--- src/rtl/ahb_defs.sv ---
// Shared AHB encodings and arbiter state type for the arbiter and master-side logic.
package ahb_defs;

  localparam logic [1:0] HTRANS_IDLE   = 2'd0;
  localparam logic [1:0] HTRANS_BUSY   = 2'd1;
  localparam logic [1:0] HTRANS_NONSEQ = 2'd2;
  localparam logic [1:0] HTRANS_SEQ    = 2'd3;

  localparam logic [2:0] HBURST_SINGLE = 3'd0;
  localparam logic [2:0] HBURST_INCR   = 3'd1;
  localparam logic [2:0] HBURST_WRAP4  = 3'd2;
  localparam logic [2:0] HBURST_INCR4  = 3'd3;
  localparam logic [2:0] HBURST_WRAP8  = 3'd4;
  localparam logic [2:0] HBURST_INCR8  = 3'd5;
  localparam logic [2:0] HBURST_WRAP16 = 3'd6;
  localparam logic [2:0] HBURST_INCR16 = 3'd7;

  typedef enum logic [1:0] {
    ST_IDLE   = 2'd0,
    ST_OWNED  = 2'd1,
    ST_BURST  = 2'd2,
    ST_LOCKED = 2'd3
  } arb_state_e;

  // Beats still to come after the NONSEQ of a fixed-length burst; 0 for SINGLE/INCR.
  function automatic logic [3:0] burst_beats(input logic [2:0] burst);
    case (burst)
      HBURST_WRAP4,  HBURST_INCR4:  return 4'd3;
      HBURST_WRAP8,  HBURST_INCR8:  return 4'd7;
      HBURST_WRAP16, HBURST_INCR16: return 4'd15;
      default:                      return 4'd0;
    endcase
  endfunction

endpackage

--- src/rtl/ahb_rr_pick.sv ---
// Combinational round-robin selector: first requester after ptr_i wins (ptr_i itself last).
// Returns a one-hot winner, all-zero when nobody requests.
module ahb_rr_pick #(
  parameter int N  = 4,
  parameter int IW = 2
) (
  input  logic [N-1:0]  req_i,
  input  logic [IW-1:0] ptr_i,
  output logic [N-1:0]  win_o
);

  logic          found;
  logic [IW-1:0] idx;

  always_comb begin
    win_o = '0;
    found = 1'b0;
    idx   = '0;
    for (int i = 1; i <= N; i++) begin
      idx = IW'((int'(ptr_i) + i) % N);
      if (!found && req_i[idx]) begin
        win_o[idx] = 1'b1;
        found      = 1'b1;
      end
    end
  end

endmodule

--- src/rtl/ahb_arbiter.sv ---
// AHB bus arbiter: round-robin grant with fixed-burst tracking, locked transfers and ERROR recovery.
// Grant is registered; HMASTER/HMASTLOCK follow the grant one ready cycle later.
module ahb_arbiter
  import ahb_defs::*;
#(
  parameter int NUM_MASTERS    = 4,
  parameter int DEFAULT_MASTER = 0,
  localparam int MW = (NUM_MASTERS > 1) ? $clog2(NUM_MASTERS) : 1
) (
  input  logic                   ahb_clk_in,
  input  logic                   ahb_rstn_in,
  input  logic [NUM_MASTERS-1:0] mst_req_in,
  input  logic [NUM_MASTERS-1:0] mst_lock_in,
  input  logic [1:0]             ahb_trans_in,
  input  logic [2:0]             ahb_burst_in,
  input  logic                   ahb_ready_in,
  input  logic                   ahb_resp_in,
  output logic [NUM_MASTERS-1:0] mst_grant_out,
  output logic [MW-1:0]          ahb_master_out,
  output logic                   ahb_mastlock_out
);

  localparam logic [MW-1:0] DEF_IDX = MW'(DEFAULT_MASTER);

  arb_state_e       state_q, state_d;
  // The granted index doubles as the round-robin pointer (last granted master).
  logic [MW-1:0]    gidx_q, gidx_d;
  logic [3:0]       cnt_q, cnt_d;
  logic [MW-1:0]    master_q, master_d;
  logic             mastlock_q, mastlock_d;
  logic             err_q, err_d;

  logic [NUM_MASTERS-1:0] win;
  logic [MW-1:0]          win_idx;
  logic [3:0]             beats;
  logic                   own_lock;
  logic                   arb_pt;

  ahb_rr_pick #(
    .N  (NUM_MASTERS),
    .IW (MW)
  ) u_pick (
    .req_i (mst_req_in),
    .ptr_i (gidx_q),
    .win_o (win)
  );

  always_comb begin
    win_idx = '0;
    for (int i = 0; i < NUM_MASTERS; i++) begin
      if (win[i]) win_idx = MW'(i);
    end
  end

  assign beats = burst_beats(ahb_burst_in);

  always_comb begin
    state_d    = state_q;
    gidx_d     = gidx_q;
    cnt_d      = cnt_q;
    master_d   = master_q;
    mastlock_d = mastlock_q;
    err_d      = err_q;
    arb_pt     = 1'b0;
    own_lock   = mst_lock_in[gidx_q];

    if (!ahb_ready_in) begin
      // First ERROR cycle: drop burst tracking and force arbitration on the next ready.
      if (ahb_resp_in && state_q != ST_LOCKED) begin
        cnt_d = 4'd0;
        err_d = 1'b1;
      end
    end else begin
      master_d   = gidx_q;
      mastlock_d = own_lock;
      err_d      = 1'b0;

      unique case (state_q)
        ST_IDLE, ST_OWNED: begin
          if (!err_q && ahb_trans_in == HTRANS_NONSEQ && beats != 4'd0) begin
            state_d = ST_BURST;
            cnt_d   = beats;
          end else begin
            cnt_d  = 4'd0;
            arb_pt = 1'b1;
          end
        end
        ST_BURST: begin
          if (err_q) begin
            arb_pt = 1'b1;
          end else begin
            case (ahb_trans_in)
              HTRANS_SEQ: begin
                if (cnt_q == 4'd1) begin
                  cnt_d  = 4'd0;
                  arb_pt = 1'b1;
                end else begin
                  cnt_d = cnt_q - 4'd1;
                end
              end
              HTRANS_IDLE: begin
                cnt_d   = 4'd0;
                state_d = ST_OWNED;
              end
              HTRANS_NONSEQ: begin
                cnt_d = beats;
                if (beats == 4'd0) state_d = ST_OWNED;
              end
              default: ;
            endcase
          end
        end
        ST_LOCKED: begin
          // Unlock only returns to OWNED; the handover happens on the following cycle.
          if (!own_lock) state_d = ST_OWNED;
        end
      endcase

      if (arb_pt) begin
        if (own_lock) begin
          state_d = ST_LOCKED;
        end else if (|mst_req_in) begin
          gidx_d  = win_idx;
          state_d = ST_OWNED;
        end else begin
          gidx_d  = DEF_IDX;
          state_d = ST_IDLE;
        end
      end
    end
  end

  always_ff @(posedge ahb_clk_in) begin
    if (!ahb_rstn_in) begin
      state_q    <= ST_IDLE;
      gidx_q     <= DEF_IDX;
      cnt_q      <= 4'd0;
      master_q   <= DEF_IDX;
      mastlock_q <= 1'b0;
      err_q      <= 1'b0;
    end else begin
      state_q    <= state_d;
      gidx_q     <= gidx_d;
      cnt_q      <= cnt_d;
      master_q   <= master_d;
      mastlock_q <= mastlock_d;
      err_q      <= err_d;
    end
  end

  assign mst_grant_out    = {{(NUM_MASTERS-1){1'b0}}, 1'b1} << gidx_q;
  assign ahb_master_out   = master_q;
  assign ahb_mastlock_out = mastlock_q;

endmodule

--- config.mk ---
export PLATFORM = sky130hd
export DESIGN_NAME = ahb_arbiter
export DESIGN_NICKNAME = d
export VERILOG_FILES = /design/src/rtl/ahb_defs.sv /design/src/rtl/ahb_rr_pick.sv /design/src/rtl/ahb_arbiter.sv
export SDC_FILE = /design/constraint.sdc
export NUM_CORES = 1
export LEC_CHECK = 0
export ABC_AREA = 0
export CAP_MARGIN = 5
export CORE_ASPECT_RATIO = 0.6
export CORE_UTILIZATION = 45
export DETAILED_ROUTE_END_ITERATION = 16
export PLACE_DENSITY_LB_ADDON = 0.3
export SLEW_MARGIN = 20
export SYNTH_ARGS = -nofsm -noshare
export SYNTH_HDL_FRONTEND = slang
export SYNTH_SLANG_ARGS = --single-unit
--- constraint.sdc ---
create_clock -name ahb_clk_in -period 2.6 [get_ports ahb_clk_in]
set_input_delay 0.39 -clock ahb_clk_in [delete_from_list [all_inputs] [get_ports ahb_clk_in]]
set_output_delay 0.39 -clock ahb_clk_in [all_outputs]
set_load 0.03 [all_outputs]
==> qor.json, run 1 <==
{
  "drt-pass1-iter-count": {"value": 4},
  "worstReg2RegEnd": {"value": "gidx_q[1]"},
  "clock_power_share": {"value": 22.3, "unit": "%"},
  "timing.final.crit_period": {"value": 2.28, "unit": "ns"},
  "rsz0062_at_grt": {"value": "false"},
  "post_route_cells_drive_above_1_share": {"value": 8.97, "unit": "%"},
  "yosys_register_bits": {"value": 12},
  "die_width": {"value": 66.9, "unit": "um"},
  "drv.max_cap_violation_count": {"value": 0},
  "power_switching": {"value": 0.365, "unit": "mW"},
  "synthesis.area_per_instance": {"value": 8.68, "unit": "um2"},
  "top_cells_by_area_in_the_synthesized_netlist": {"value": "sky130_fd_sc_hd__dfxtp_1, sky130_fd_sc_hd__ha_1, sky130_fd_sc_hd__mux2i_1"},
  "synth.distinct_cells": {"value": 38},
  "dr.first_iter.drc_count": {"value": 69},
  "final_util": {"value": 63.8, "unit": "%"},
  "maxSlewHeadroom": {"value": 61.8, "unit": "%"},
  "grt_pass1_wl": {"value": 4.80, "unit": "mm"},
  "route.final.wire_length": {"value": 3.04, "unit": "mm"},
  "postSynthNetCount": {"value": 157},
  "min_delay_path_depth": {"value": 2},
  "die_y": {"value": 40.9, "unit": "um"},
  "place.gp.congestion": {"value": 0.824},
  "yosys.area.top_type": {"value": "sky130_fd_sc_hd__dfxtp_1"},
  "design.final.nets": {"value": 183},
  "static-leakage-power": {"value": 0.553, "unit": "nW"},
  "route.layer.met1.wl": {"value": 1.42, "unit": "mm"},
  "gr-total-overflow": {"value": 0},
  "synth-warning-count": {"value": 0},
  "antenna_left": {"value": 0},
  "remaining_drc_errors": {"value": 0},
  "avgRoutedWirePerCell": {"value": 16.3, "unit": "um"},
  "cts_made_buffers": {"value": 3},
  "coreArea": {"value": 2280, "unit": "um2"},
  "timing.critical_path.from_type": {"value": "flip-flop"},
  "achievable-frequency": {"value": 439, "unit": "MHz"},
  "worstSetupPathType": {"value": "reg -> reg"},
  "final.setup_skew": {"value": 0.00436, "unit": "ns"},
  "dpl.cell_count": {"value": 182},
  "cts_repair_resize_count": {"value": 0},
  "timing_worst_slew_pin_value": {"value": 0.565, "unit": "ns"},
  "design.die.area": {"value": 2740, "unit": "um2"},
  "worst_ep_required_time": {"value": 2.74, "unit": "ns"},
  "worst_path_fanout_max": {"value": 9},
  "switching_share": {"value": 39.2, "unit": "%"},
  "dpl.hpwl": {"value": 2.29, "unit": "mm"},
  "final_setup_vio_count": {"value": 0},
  "synthCells": {"value": 131},
  "area_growth_from_synthesis_to_final_layout": {"value": 27.8, "unit": "%"},
  "met2_length": {"value": 1.31, "unit": "mm"},
  "r2r_cells": {"value": 7},
  "cts_max_path_buffers": {"value": 2},
  "top_signal_layer_used": {"value": "met4"},
  "boundaryPins": {"value": 24},
  "worst_hold_path_type": {"value": "reg -> reg"},
  "grt_start_max_net_pins": {"value": 14},
  "crit-reg2reg-launch": {"value": "gidx_q[0]"},
  "syn_area": {"value": 1140, "unit": "um2"},
  "cts.reportedPaths.clkPinSlew": {"value": 0.05, "unit": "ns"},
  "synthDominantCellAreaShare": {"value": 21.1, "unit": "%"},
  "wl_met3": {"value": 247, "unit": "um"},
  "power_report.internal_total": {"value": 0.566, "unit": "mW"},
  "floorplan.initialDensity": {"value": 49.9, "unit": "%"},
  "vdd_drop_max": {"value": 0.297, "unit": "mV"},
  "worst_setup_path_end_kind": {"value": "flip-flop"},
  "arr_time_crit_path": {"value": 2.42, "unit": "ns"},
  "antenna_found_initial": {"value": 0},
  "avgViaCountPerCell": {"value": 6.29},
  "share_comb_of_total_power": {"value": 53.7, "unit": "%"},
  "clkSinkCount": {"value": 12},
  "route.vias.total": {"value": 1170},
  "first_global_vias": {"value": 1006},
  "outcome": {"value": "finished clean"},
  "cts.hold.buffers_added": {"value": 0},
  "worstHoldEndpoint": {"value": "cnt_q[1]"},
  "cts_max_level": {"value": 1},
  "reg2reg_setup_slack": {"value": 0.32, "unit": "ns"},
  "antenna_cells": {"value": 0},
  "core.rowCount": {"value": 13},
  "timing.final.max_slew_violations": {"value": 0},
  "buffer_ports.inserted": {"value": 22},
  "global_route.usage.total": {"value": 25.5, "unit": "%"},
  "powerDensity": {"value": 640, "unit": "nW/um2"},
  "cts_setup_buffers": {"value": 0},
  "setup_total_negative_slack": {"value": 0, "unit": "ns"},
  "clock_latency": {"value": 0.25, "unit": "ns"},
  "post_layout_nonfiller_instances": {"value": 186},
  "layout_worst_path_cycle_share": {"value": 87.6, "unit": "%"},
  "number_of_hold_violations_in_the_final_report": {"value": 0},
  "clock_tree.root_cell": {"value": "sky130_fd_sc_hd__clkbuf_8"},
  "clock_tree_from_tritoncts": {"value": "yes"},
  "synth-seq-area-share": {"value": 21.1, "unit": "%"},
  "p_seq_share": {"value": 24.0, "unit": "%"},
  "hp-start": {"value": "cnt_q[1]"}
}
-- registers in the layout, summed over array words and instances, names as in the netlist --
| register | count |
|---|---|
| gidx_q | 2 |
| err_q | 1 |
| ahb_master_out | 2 |
| ahb_mastlock_out | 1 |
| state_q | 2 |
| cnt_q | 4 |
-- cells by family after synthesis --
kind of cell,Yosys count,synth area share (%)
AO/OA/AOI/OAI,40,24.9
AND/OR/NAND/NOR,40,20.2
buffers and inverters,17,6.27
multiplexers,13,17.6
flip-flops,12,21.1
adder cells (fa/ha/maj),9,9.90
-- critical path, stage by stage, from the launching register on --
cell and delay (ns):
sky130_fd_sc_hd__dfxtp_1 0.39, sky130_fd_sc_hd__inv_1 0.12, sky130_fd_sc_hd__ha_1 0.42, sky130_fd_sc_hd__mux4_2 0.44, sky130_fd_sc_hd__a211oi_2 0.28, sky130_fd_sc_hd__a221o_1 0.18
sky130_fd_sc_hd__o211ai_1 0.09, sky130_fd_sc_hd__a32o_1 0.24
-- through the flow --
step | setup slack, ns | hold WS (ns) | cell area (um2) | power [mW]
after global placement | 0.256 | 0.498 | 1400 | 0.688
after CTS | 0.345 | 0.515 | 1450 | 0.924
after detailed placement | 0.192 | 0.507 | 1400 | 0.712
after floorplan | 0.322 | 0.468 | 1140 | 0.575
after global routing | 0.123 | 0.553 | 1450 | 0.986
final | 0.322 | 0.515 | 1450 | 0.931
-- power groups by stage --
| stage | combinational, mW | sequential [mW] | clock, mW |
|---|---|---|---|
| 3_3_place_gp | 0.464 | 0.224 | 0 |
| 2_1_floorplan | 0.342 | 0.234 | 0 |
| 5_1_grt | 0.540 | 0.226 | 0.220 |
| 3_5_place_dp | 0.486 | 0.226 | 0 |
| 4_1_cts | 0.491 | 0.223 | 0.211 |
| 6_report | 0.500 | 0.223 | 0.208 |
-- cell usage after synthesis --
cell                       number
sky130_fd_sc_hd__a211oi_1       2
sky130_fd_sc_hd__a211oi_2       1
sky130_fd_sc_hd__a21boi_0       4
sky130_fd_sc_hd__a21o_1         1
sky130_fd_sc_hd__a21oi_1        5
sky130_fd_sc_hd__a221o_1        1
sky130_fd_sc_hd__a221oi_1       3
sky130_fd_sc_hd__a32o_1         1
sky130_fd_sc_hd__a32oi_1        1
sky130_fd_sc_hd__and3b_1        2
sky130_fd_sc_hd__and4b_1        1
sky130_fd_sc_hd__buf_6          1
sky130_fd_sc_hd__clkbuf_1       4
sky130_fd_sc_hd__dfxtp_1       12
sky130_fd_sc_hd__ha_1           9
sky130_fd_sc_hd__inv_1         12
sky130_fd_sc_hd__mux2i_1        8
sky130_fd_sc_hd__mux4_1         2
sky130_fd_sc_hd__mux4_2         3
sky130_fd_sc_hd__nand2_1        7
sky130_fd_sc_hd__nand2b_1       3
sky130_fd_sc_hd__nand3b_1       3
sky130_fd_sc_hd__nor2_1         9
sky130_fd_sc_hd__nor2b_1        4
sky130_fd_sc_hd__nor3_1         1
sky130_fd_sc_hd__nor3b_1        6
sky130_fd_sc_hd__nor4_1         1
sky130_fd_sc_hd__o211ai_1       2
sky130_fd_sc_hd__o21ai_0       10
sky130_fd_sc_hd__o21ai_1        1
sky130_fd_sc_hd__o221a_2        1
sky130_fd_sc_hd__o22ai_1        2
sky130_fd_sc_hd__o311a_1        2
sky130_fd_sc_hd__o31ai_1        2
sky130_fd_sc_hd__o41ai_1        1
sky130_fd_sc_hd__or2_2          1
sky130_fd_sc_hd__or3_1          1
sky130_fd_sc_hd__or4_1          1
-- worst max-delay path by stage --
stage | start | endpoint | slack [ns] | depth (start not counted)
3_3_place_gp | mst_req_in[2] | gidx_q[1] | 0.26 | 6
4_1_cts | gidx_q[0] | mst_grant_out[3] | 0.34 | 3
2_1_floorplan | gidx_q[1] | gidx_q[1] | 0.32 | 8
5_1_grt | gidx_q[0] | gidx_q[0] | 0.12 | 7
6_report | gidx_q[0] | gidx_q[1] | 0.32 | 7
3_5_place_dp | mst_req_in[1] | gidx_q[1] | 0.19 | 6
-- metal layers --
metal,up-vias,GRT usage [%]
met5,-,0
met4,0,12.8
met3,10,6.39
met2,62,38.9
met1,555,34.2
li1,543,-
-- cell usage in the layout, fill, tap and decap left out, drive strengths merged --
cell type	synthesis	final
inv	12	12
nor2	9	9
nor3b	6	6
and3b	2	2
buf	1	4
mux4	5	5
or3	1	1
mux2i	8	8
a211oi	3	3
nand2	7	7
nor3	1	1
nor4	1	1
a21boi	4	4
a21o	1	1
clkbuf	4	4
a221o	1	1
nor2b	4	4
a32oi	1	1
clkdlybuf4s50	0	22
o22ai	2	2
a32o	1	1
o221a	1	1
a21oi	5	5
dfxtp	12	12
o311a	2	2
nand2b	3	3
o41ai	1	1
or4	1	1
ha	9	9
and4b	1	1
o211ai	2	2
or2	1	1
nand3b	3	3
o21ai	11	11
o31ai	2	2
a221oi	3	3
-- final cells by class --
class,instances,area [um2]
fillers,207,823
clock buffers,4,55.1
well taps,30,37.5
flip-flops and latches,12,240
multi-input cells,102,826
inverters,12,45.0
repair buffers,26,250
(Power assumes the default switching activity.)
==> run 2: changes to the inputs <==
Settings changed: CORE_UTILIZATION 45 to 40.
==> run 2 against run 1 <==
Against the previous run: register-to-register slack improved by 0.07 ns; largest cell class unchanged; via count is 5.4% lower; highest routed layer is now met3; largest power group unchanged; first-iteration DRC count decreased by 20%; power down 1.6%; clock power about the same.
==> qor.json, run 2 (same netlist as run 1, synthesis figures left out) <==
{
  "cts.hold.buffers_added": {"value": 0, "change": "unchanged"},
  "remaining_drc_errors": {"value": 0, "change": "unchanged"},
  "design.final.nets": {"value": 183, "change": "unchanged"},
  "avgRoutedWirePerCell": {"value": 14.8, "unit": "um", "change": "-9.5%"},
  "cts.reportedPaths.clkPinSlew": {"value": 0.06, "unit": "ns", "change": "about the same"},
  "drt-pass1-iter-count": {"value": 4, "change": "unchanged"},
  "worst_hold_path_type": {"value": "reg -> reg"},
  "drv.max_cap_violation_count": {"value": 0, "change": "unchanged"},
  "worst_path_largest_cell_delay": {"value": 0.70, "unit": "ns", "change": "+0.26 ns"},
  "post_route_cells_drive_above_1_share": {"value": 8.97, "unit": "%", "change": "unchanged"},
  "power_switching": {"value": 0.351, "unit": "mW", "change": "-4.0%"},
  "design.die.area": {"value": 3070, "unit": "um2", "change": "+12%"},
  "grt_pass1_wl": {"value": 4.75, "unit": "mm", "change": "-1.1%"},
  "p_seq_share": {"value": 24.3, "unit": "%", "change": "+0.3 points"},
  "setup_total_negative_slack": {"value": 0, "unit": "ns", "change": "unchanged"},
  "fillers": {"value": 227, "change": "+9.7%"},
  "static-leakage-power": {"value": 0.553, "unit": "nW", "change": "unchanged"},
  "clock_power_share": {"value": 22.7, "unit": "%", "change": "+0.4 points"},
  "number_of_hold_violations_in_the_final_report": {"value": 0, "change": "unchanged"},
  "timing.critical_path.from_type": {"value": "flip-flop"},
  "worst_ep_required_time": {"value": 2.21, "unit": "ns", "change": "-0.53 ns"},
  "worst_path_dominant_cell_family": {"value": "buffers and inverters"},
  "vdd_drop_max": {"value": 0.328, "unit": "mV", "change": "+10%"},
  "cts_made_buffers": {"value": 3, "change": "unchanged"},
  "worst_path_fanout_max": {"value": 12, "change": "+3"},
  "coreArea": {"value": 2590, "unit": "um2", "change": "+14%"},
  "powerDensity": {"value": 629, "unit": "nW/um2", "change": "-1.8%"},
  "achievable-frequency": {"value": 450, "unit": "MHz", "change": "+2.4%"},
  "worst_setup_path_end_kind": {"value": "output pin"},
  "top_register": {"value": "cnt_q"},
  "clock_tree.root_cell": {"value": "sky130_fd_sc_hd__clkbuf_8"},
  "global_route.usage.total": {"value": 19.7, "unit": "%", "change": "-5.8 points"},
  "place.gp.congestion": {"value": 0.900, "change": "+9.2%"},
  "cts_repair_resize_count": {"value": 0, "change": "unchanged"},
  "clkSinkCount": {"value": 12, "change": "unchanged"},
  "cts_max_level": {"value": 1, "change": "unchanged"},
  "clock_latency": {"value": 0.24, "unit": "ns", "change": "about the same"},
  "timing_worst_slew_pin_value": {"value": 0.521, "unit": "ns", "change": "-0.0445 ns"},
  "largest_reg_flops": {"value": 4, "change": "unchanged"},
  "dr.first_iter.drc_count": {"value": 55, "change": "-20%"},
  "worstSetupPathType": {"value": "reg -> out"},
  "timing.final.crit_period": {"value": 2.22, "unit": "ns", "change": "-0.0538 ns"},
  "buffer_ports.inserted": {"value": 22, "change": "unchanged"},
  "final_setup_vio_count": {"value": 0, "change": "unchanged"},
  "route.vias.total": {"value": 1107, "change": "-5.4%"},
  "outcome": {"value": "finished clean"},
  "cts_setup_buffers": {"value": 0, "change": "unchanged"},
  "route.final.wire_length": {"value": 2.78, "unit": "mm", "change": "-8.5%"},
  "cts_max_path_buffers": {"value": 2, "change": "unchanged"},
  "maxSlewHeadroom": {"value": 65.0, "unit": "%", "change": "+3.1 points"},
  "gr-total-overflow": {"value": 0, "change": "unchanged"},
  "post-layout-total-power": {"value": 0.916, "unit": "mW", "change": "-1.6%"},
  "final_util": {"value": 56.2, "unit": "%", "change": "-7.7 points"},
  "timing.final.max_slew_violations": {"value": 0, "change": "unchanged"},
  "final.setup_skew": {"value": 0.00342, "unit": "ns", "change": "-0.000935 ns"},
  "antenna_found_initial": {"value": 0, "change": "unchanged"},
  "switching_share": {"value": 38.3, "unit": "%", "change": "-0.94 points"},
  "arr_time_crit_path": {"value": 1.83, "unit": "ns", "change": "-0.59 ns"},
  "layout_worst_path_cycle_share": {"value": 85.5, "unit": "%", "change": "-2.1 points"},
  "dpl.hpwl": {"value": 2.16, "unit": "mm", "change": "-6.0%"},
  "die_y": {"value": 43.3, "unit": "um", "change": "+5.8%"},
  "floorplan.initialDensity": {"value": 43.9, "unit": "%", "change": "-6.1 points"},
  "critical_path.n_buffers_inverters": {"value": 2, "change": "+1"},
  "grt_start_max_net_pins": {"value": 14, "change": "unchanged"},
  "antenna_left": {"value": 0, "change": "unchanged"},
  "cpMaxStageDelayCell": {"value": "sky130_fd_sc_hd__clkdlybuf4s50_1"},
  "layout_common_cells": {"value": "sky130_fd_sc_hd__clkdlybuf4s50_1, sky130_fd_sc_hd__inv_1, sky130_fd_sc_hd__dfxtp_1"},
  "core.rowCount": {"value": 14, "change": "+1"},
  "avgViaCountPerCell": {"value": 5.89, "change": "-6.4%"},
  "boundaryPins": {"value": 24, "change": "unchanged"},
  "area_growth_from_synthesis_to_final_layout": {"value": 28.1, "unit": "%"},
  "final_common_cell": {"value": "sky130_fd_sc_hd__clkdlybuf4s50_1"},
  "rsz0062_at_grt": {"value": "false"},
  "share_comb_of_total_power": {"value": 53.0, "unit": "%", "change": "-0.7 points"},
  "power_report.internal_total": {"value": 0.565, "unit": "mW", "change": "-0.10%"},
  "die_width": {"value": 70.8, "unit": "um", "change": "+5.9%"},
  "clock_tree_from_tritoncts": {"value": "yes"},
  "first_global_vias": {"value": 1036, "change": "+3.0%"},
  "crit_chain": {"value": "buf_4 > ha_1 > clkdlybuf4s50_1"},
  "antenna_cells": {"value": 0, "change": "unchanged"}
}
run 2: cell counts in the layout (fill, tap and decap cells not counted):
Identical to the previous run, type by type.
run 2: power by group through the flow:
stage               clock [mW]  combinational (mW)  sequential [mW]
floorplan                    0               0.342            0.234
global placement             0               0.465            0.224
detailed placement           0               0.480            0.226
CTS                      0.209               0.483            0.222
global route             0.218               0.530            0.225
finish                   0.208               0.485            0.222
run 2: cell type report:
cell class                 count  area (um2)  share of cell area (%)
multi-input combinational    102         826                    56.7
timing repair buffer          26         250                    17.2
sequential                    12         240                    16.5
clock buffer                   4        55.1                    3.78
inverter                      12        45.0                    3.09
tap                           32        40.0                    2.75
run 2: final timing paths:
| check | to | slack [ns] | cells after the start | start |
|---|---|---|---|---|
| setup / recovery | mst_grant_out[3] | 0.38 | 3 | gidx_q[0] |
| hold / removal | cnt_q[1] | 0.51 | 2 | cnt_q[1] |
| setup reg to reg | gidx_q[1] | 0.39 | 7 | gidx_q[0] |
| hold reg to reg | cnt_q[1] | 0.51 | 2 | cnt_q[1] |
run 2: stage by stage:
stage | hold slack [ns] | instances | cell area, um2 | setup slack, ns
after global routing | 0.546 | 188 | 1460 | 0.244
after CTS | 0.515 | 188 | 1460 | 0.367
after detailed placement | 0.506 | 184 | 1400 | 0.167
final | 0.513 | 188 | 1460 | 0.376
after global placement | 0.503 | 184 | 1400 | 0.252
after floorplan | 0.468 | 131 | 1140 | 0.322
run 2: per-layer routing:
metal | share of wire (%) | vias to the layer above | wire length (um) | global-route usage [%]
li1 | - | 549 | - | -
met1 | 51 | 517 | 1410 | 29.4
met2 | 42 | 41 | 1160 | 29.6
met3 | 7.6 | 0 | 210 | 5.46
met4 | 0 | 0 | 0 | 1.20
met5 | 0 | - | 0 | 0
run 2: worst reg2reg max path, stage by stage, from the launching register on:
cell,delay (ns)
sky130_fd_sc_hd__dfxtp_1,0.38
sky130_fd_sc_hd__inv_1,0.11
sky130_fd_sc_hd__ha_1,0.41
sky130_fd_sc_hd__mux4_2,0.44
sky130_fd_sc_hd__a211oi_2,0.28
sky130_fd_sc_hd__a221o_1,0.19
sky130_fd_sc_hd__o211ai_1,0.08
sky130_fd_sc_hd__a32o_1,0.23
